==> src/rtl/pll_lock_seq.sv <==
// pll_lock_seq: PLL lock sequencer for the PSRAM clock domain.
// Synchronizes PLL LOCK onto clkout and holds the downstream reset until
// lock has been stable. It then waits out the PSRAM power-up time, issues
// a one-cycle init request and reports ready. Losing lock at any point
// after reset release sends the design back into reset.
// Optional build macro PLL_INIT_TIMEOUT_EN adds an init watchdog. When
// init_done_i does not arrive in time, the sequencer repeats the power-up
// wait and the init request.
module pll_lock_seq #(
  parameter int SYNC_STAGES         = 2,
  parameter int LOCK_STABLE_CYCLES  = 1024,
  parameter int PWRUP_WAIT_CYCLES   = 8100,
  parameter int INIT_TIMEOUT_CYCLES = 65535
) (
  input  logic       clk,
  input  logic       resetn,
  input  logic       pll_lock_i,
  input  logic       init_done_i,
  output logic       sys_resetn_o,
  output logic       init_start_o,
  output logic       ready_o,
  output logic       lock_lost_o,
  output logic [2:0] state_o
);

  // One counter serves every timed state, so it is sized for the longest count.
  localparam int MAX_AB = (LOCK_STABLE_CYCLES > PWRUP_WAIT_CYCLES) ?
                          LOCK_STABLE_CYCLES : PWRUP_WAIT_CYCLES;
  localparam int MAX_C  = (MAX_AB > INIT_TIMEOUT_CYCLES) ? MAX_AB : INIT_TIMEOUT_CYCLES;
  localparam int CNT_W  = (MAX_C > 1) ? $clog2(MAX_C) : 1;

  localparam logic [CNT_W-1:0] LS_LAST = CNT_W'(LOCK_STABLE_CYCLES - 1);
  localparam logic [CNT_W-1:0] PW_LAST = CNT_W'(PWRUP_WAIT_CYCLES - 1);
`ifdef PLL_INIT_TIMEOUT_EN
  localparam logic [CNT_W-1:0] IT_LAST = CNT_W'(INIT_TIMEOUT_CYCLES - 1);
`endif

  typedef enum logic [2:0] {
    S_IDLE      = 3'd0,
    S_WAIT_LOCK = 3'd1,
    S_STABLE    = 3'd2,
    S_PWRUP     = 3'd3,
    S_INIT      = 3'd4,
    S_READY     = 3'd5
  } state_t;

  logic [SYNC_STAGES-1:0] r_sync;
  logic                   w_lock_s;
  state_t                 r_state;
  logic [CNT_W-1:0]       r_cnt;
  logic                   r_sys_rstn;
  logic                   r_init_start;
  logic                   r_ready;
  logic                   r_lock_lost;

  assign w_lock_s     = r_sync[SYNC_STAGES-1];
  assign sys_resetn_o = r_sys_rstn;
  assign init_start_o = r_init_start;
  assign ready_o      = r_ready;
  assign lock_lost_o  = r_lock_lost;
  assign state_o      = r_state;

  // Bring the asynchronous PLL LOCK into the clkout domain.
  always_ff @(posedge clk or negedge resetn) begin
    if (!resetn) begin
      r_sync <= '0;
    end else begin
      r_sync <= {r_sync[SYNC_STAGES-2:0], pll_lock_i};
    end
  end

  // Sequencer FSM. The outputs are registered here alongside the state.
  // A lock loss is checked first in every released state, so it takes
  // priority over terminal counts and init_done_i.
  always_ff @(posedge clk or negedge resetn) begin
    if (!resetn) begin
      r_state      <= S_IDLE;
      r_cnt        <= '0;
      r_sys_rstn   <= 1'b0;
      r_init_start <= 1'b0;
      r_ready      <= 1'b0;
      r_lock_lost  <= 1'b0;
    end else begin
      r_init_start <= 1'b0;
      case (r_state)
        S_IDLE: begin
          r_state    <= S_WAIT_LOCK;
          r_cnt      <= '0;
          r_sys_rstn <= 1'b0;
          r_ready    <= 1'b0;
        end
        S_WAIT_LOCK: begin
          r_cnt      <= '0;
          r_sys_rstn <= 1'b0;
          r_ready    <= 1'b0;
          if (w_lock_s) begin
            r_state <= S_STABLE;
          end else begin
            r_state <= S_WAIT_LOCK;
          end
        end
        S_STABLE: begin
          if (!w_lock_s) begin
            r_state <= S_WAIT_LOCK;
            r_cnt   <= '0;
          end else if (r_cnt == LS_LAST) begin
            r_state    <= S_PWRUP;
            r_cnt      <= '0;
            r_sys_rstn <= 1'b1;
          end else begin
            r_cnt <= r_cnt + CNT_W'(1);
          end
        end
        S_PWRUP: begin
          if (!w_lock_s) begin
            r_state     <= S_WAIT_LOCK;
            r_cnt       <= '0;
            r_sys_rstn  <= 1'b0;
            r_ready     <= 1'b0;
            r_lock_lost <= 1'b1;
          end else if (r_cnt == PW_LAST) begin
            r_state      <= S_INIT;
            r_cnt        <= '0;
            r_init_start <= 1'b1;
          end else begin
            r_cnt <= r_cnt + CNT_W'(1);
          end
        end
        S_INIT: begin
          // init_done_i only counts once the init_start_o pulse has been seen.
          if (!w_lock_s) begin
            r_state     <= S_WAIT_LOCK;
            r_cnt       <= '0;
            r_sys_rstn  <= 1'b0;
            r_ready     <= 1'b0;
            r_lock_lost <= 1'b1;
          end else if (init_done_i && !r_init_start) begin
            r_state <= S_READY;
            r_cnt   <= '0;
            r_ready <= 1'b1;
`ifdef PLL_INIT_TIMEOUT_EN
          end else if (r_cnt == IT_LAST) begin
            r_state <= S_PWRUP;
            r_cnt   <= '0;
`endif
          end else begin
            r_cnt <= r_cnt + CNT_W'(1);
          end
        end
        S_READY: begin
          if (!w_lock_s) begin
            r_state     <= S_WAIT_LOCK;
            r_cnt       <= '0;
            r_sys_rstn  <= 1'b0;
            r_ready     <= 1'b0;
            r_lock_lost <= 1'b1;
          end else begin
            r_state <= S_READY;
            r_ready <= 1'b1;
          end
        end
        default: begin
          r_state    <= S_IDLE;
          r_cnt      <= '0;
          r_sys_rstn <= 1'b0;
          r_ready    <= 1'b0;
        end
      endcase
    end
  end

endmodule

==> config.mk <==
export PLATFORM = sky130hd
export DESIGN_NAME = pll_lock_seq
export DESIGN_NICKNAME = d
export VERILOG_FILES = /design/src/rtl/pll_lock_seq.sv
export SDC_FILE = /design/constraint.sdc
export NUM_CORES = 1
export LEC_CHECK = 0
export BUFFER_PORTS_ARGS = -buffer_cell sky130_fd_sc_hd__buf_2
export CORE_MARGIN = 1.5
export CORE_UTILIZATION = 55
export CTS_CLUSTER_SIZE = 14
export DETAILED_ROUTE_END_ITERATION = 7
export PLACE_DENSITY = 0.74
export SLEW_MARGIN = 10
export SYNTH_ARGS = -nofsm -noshare
export SYNTH_HDL_FRONTEND = slang
export SYNTH_SLANG_ARGS = --single-unit
==> constraint.sdc <==
create_clock -name clk -period 2.3 [get_ports clk]
set_input_delay 0.115 -clock clk [delete_from_list [all_inputs] [get_ports clk]]
set_output_delay 0.115 -clock clk [all_outputs]
set_load 0.1 [all_outputs]
==> results.sh <==
export IMPL_async_flop_share_pct=100
export IMPL_synthTopCellsByArea="dfrtp_1 (42%), o31ai_1 (4.5%), nor4_4 (4.3%)"
export IMPL_cpMaxStageDelayCell="dfrtp_1"
export IMPL_boundaryPins=11
export IMPL_grt_usage_pct=23.5
export IMPL_antenna_found_initial=0
export IMPL_drive_gt1_share_pct=26.5
export IMPL_htreeDepth=1
export IMPL_fin_crit_sh_pct=92.1
export IMPL_finalHoldViolCount=0
export IMPL_max_vdd_ir_drop_mv=0.460
export IMPL_syn_nets=156
export IMPL_drt_initial_drc_count=41
export IMPL_syn_to_final_growth_pct=11.5
export IMPL_cts_sink_count=25
export IMPL_path_clk_slew_ns=0.14
export IMPL_maxSlewViolCount=0
export IMPL_totalWireLength_mm=3.31
export IMPL_dp_slack_ns=0.145
export IMPL_skew_ns=0.00265
export IMPL_syn_inst=151
export IMPL_first_global_vias=1265
export IMPL_cts_tree="built"
export IMPL_crit_top_cell="nor4_4"
export IMPL_fillerInstances=200
export IMPL_finalSetupViolations=0
export IMPL_reg2reg_depth=7
export IMPL_grt_max_degree=26
export IMPL_placed_area_um2=1620
export IMPL_io_buffer_count=10
export IMPL_critPathBufInv=1
export IMPL_top_usage_layer="met2"
export IMPL_crit_family="simple AND/OR/NAND/NOR gates"
export IMPL_final_nets=176
export IMPL_synth_edf_count=0
export IMPL_start_util_pct=59.5
export IMPL_worstMarginPinSlew_ns=0.564
export IMPL_firstDrtPassIters=4
export IMPL_crit_path_start_kind="flop"
export IMPL_synth_seq_cells=25
export IMPL_yosys_most_used_dff="dfrtp_1"
export IMPL_min_period_ns=2.12
export IMPL_r2r_start="r_cnt[0]$_DFFE_PN0P_"
export IMPL_cp_required_ns=2.51
export IMPL_cpPeakStageDelay_ns=0.43
export IMPL_post_cts_repair_setup_buffers=0
export IMPL_vias=1265
export IMPL_synth_most_common_cell="dfrtp_1"
export IMPL_r2r_end="r_cnt[5]$_DFFE_PN0P_"
export IMPL_wl_per_cell_um=16.6
export IMPL_synth_area_leader_cell="dfrtp_1"
export IMPL_met2_usage_pct=40.0
export IMPL_rsz0062_at_grt="no"
export IMPL_synth_common_cells="dfrtp_1 (25), nand2_1 (13), o21ai_0 (12)"
export IMPL_slew_headroom_pct=62.4
export IMPL_ant_nets=0
export IMPL_outcome="finished, final reports clean"
export IMPL_cts_root_buf="clkbuf_4"
export IMPL_maxCapViolCount=0
export IMPL_grt_use_met1_pct=31.8
export IMPL_grtUsageMet3_pct=2.34
export IMPL_path_cells="ha_1 > nand4bb_1 > nor4_4 > nor3_4 > nor4_4 > buf_4 > o21ai_0"
export IMPL_power_leakage_uw=0.000696
export IMPL_powerDensity_nw_per_um2=486
export IMPL_hpwl_mm=2.42
export IMPL_crit_type="flop to flop"
export IMPL_hp_class="input pin to async pin"
export IMPL_synth_distinct_cells=45
export IMPL_ys_seq_area_share_pct=41.7
export IMPL_die_w_um=55.3
export IMPL_final_setup_tns_ns=0
export IMPL_netlist_area_leader_share_pct=41.7
export IMPL_dieArea_um2=3050
export IMPL_drc=0
export IMPL_ys_warn_count=0
export IMPL_diodes=0
export IMPL_avgSynthCellArea_um2=9.94
export IMPL_core_um2=2520
export IMPL_clock_latency_ns=0.32
export IMPL_fin_util_pct=66.4
export IMPL_cts_buffer_depth=2
export IMPL_end_kind="flop"
export IMPL_fin_ws_ns=0.182
export IMPL_gp_congestion=0.907
export IMPL_clock_fmax_mhz=472
export IMPL_rows=18
export IMPL_cp_data_arrival_time_ns=2.33
export IMPL_post_drt_via_cell_ratio=6.33
export IMPL_syn_area_um2=1500
export IMPL_crit_fanout=11
export IMPL_grt_overflow_total=0
export IMPL_fin_area_um2=1670
export IMPL_die_h_um=55.3
export IMPL_grt_pass1_wl_mm=5.87
export IMPL_cts_inserted_buffers=3
export IMPL_rrSetupSlack_ns=0.18
==> per-stage QoR <==
step                instances  hold WS (ns)  total power (µW)
global route              200         0.376               844
global placement          194         0.127               612
detailed placement        194         0.147               617
finish                    200         0.298               814
CTS                       200         0.331               811
floorplan                 151        -0.181               577
==> timing repair <==
action,4_1_cts,5_1_grt
hold buffers,2,0
setup endpoints to repair,0,2
resized for setup,0,1
endpoints found under the hold margin,26,0
==> registers in the layout (all words and copies together) (netlist names) <==
register,cells
ready_o,1
lock_lost_o,1
r_sync,2
init_start_o,1
sys_resetn_o,1
state_o,3
r_cnt,16
==> per-layer routing <==
metal | vias up | part of all wire (%)
li1 | 619 | -
met1 | 610 | 44
met2 | 31 | 51
met3 | 5 | 3.6
met4 | 0 | 1.2
met5 | - | 0
==> layout make-up <==
| type | instances | area, µm² | area share, % |
|---|---|---|---|
| multi-input combinational | 118 | 842 | 50.3 |
| sequential | 25 | 627 | 37.4 |
| timing repair buffer | 20 | 130 | 7.77 |
| tap | 30 | 37.5 | 2.24 |
| clock buffer | 4 | 26.3 | 1.57 |
| inverter | 3 | 11.3 | 0.673 |
==> cells by family after synthesis <==
kind of cell	after synthesis	synth area share [%]
adders and majority gates	1	0.833
muxes	2	1.33
DFF	25	41.7
xor gates and xnor gates	1	0.583
buffers and inverters	8	2.67
AOI/OAI and AO/OA	45	21.8
and+or+nand+nor	69	31.2
==> cell usage in the layout (no fill, tap or decap), types with 2 or more instances in the layout <==
cell type / n
a21oi_1: 5
and3_1: 2
and4_1: 2
buf_2: 10
buf_4: 8
clkbuf_4: 3
dfrtp_1: 24
dlygate4sd3_1: 2
inv_1: 3
mux2i_1: 2
nand2_1: 13
nand2b_1: 2
nand3_1: 8
nand4_1: 2
nand4_2: 2
nand4bb_1: 2
nor2_1: 10
nor3_1: 5
nor3_2: 5
nor4_1: 2
nor4_4: 3
o21ai_0: 12
o21ai_1: 2
o21ai_2: 5
o22ai_1: 2
o31a_1: 2
o31ai_1: 9
or2_2: 2
==> worst max-delay path by stage <==
stage	from	to	slack, ns	cells past startpoint
floorplan	state_o[1]$_DFFE_PN0P_	state_o[0]$_DFFE_PN0P_	0.009	6
global placement	r_cnt[0]$_DFFE_PN0P_	r_cnt[4]$_DFFE_PN0P_	0.27	7
detailed placement	r_cnt[0]$_DFFE_PN0P_	r_cnt[4]$_DFFE_PN0P_	0.15	7
CTS	r_cnt[0]$_DFFE_PN0P_	r_cnt[4]$_DFFE_PN0P_	0.11	7
global route	r_cnt[0]$_DFFE_PN0P_	r_cnt[5]$_DFFE_PN0P_	0.04	7
finish	r_cnt[0]$_DFFE_PN0P_	r_cnt[5]$_DFFE_PN0P_	0.18	7
==> power by group <==
group | switching, µW | internal (µW) | total, µW
sequential | 10.7 | 449 | 460
clock | 132 | 67.9 | 200
combinational | 112 | 41.4 | 153
No activity file was read; power rests on OpenSTA's default activity.
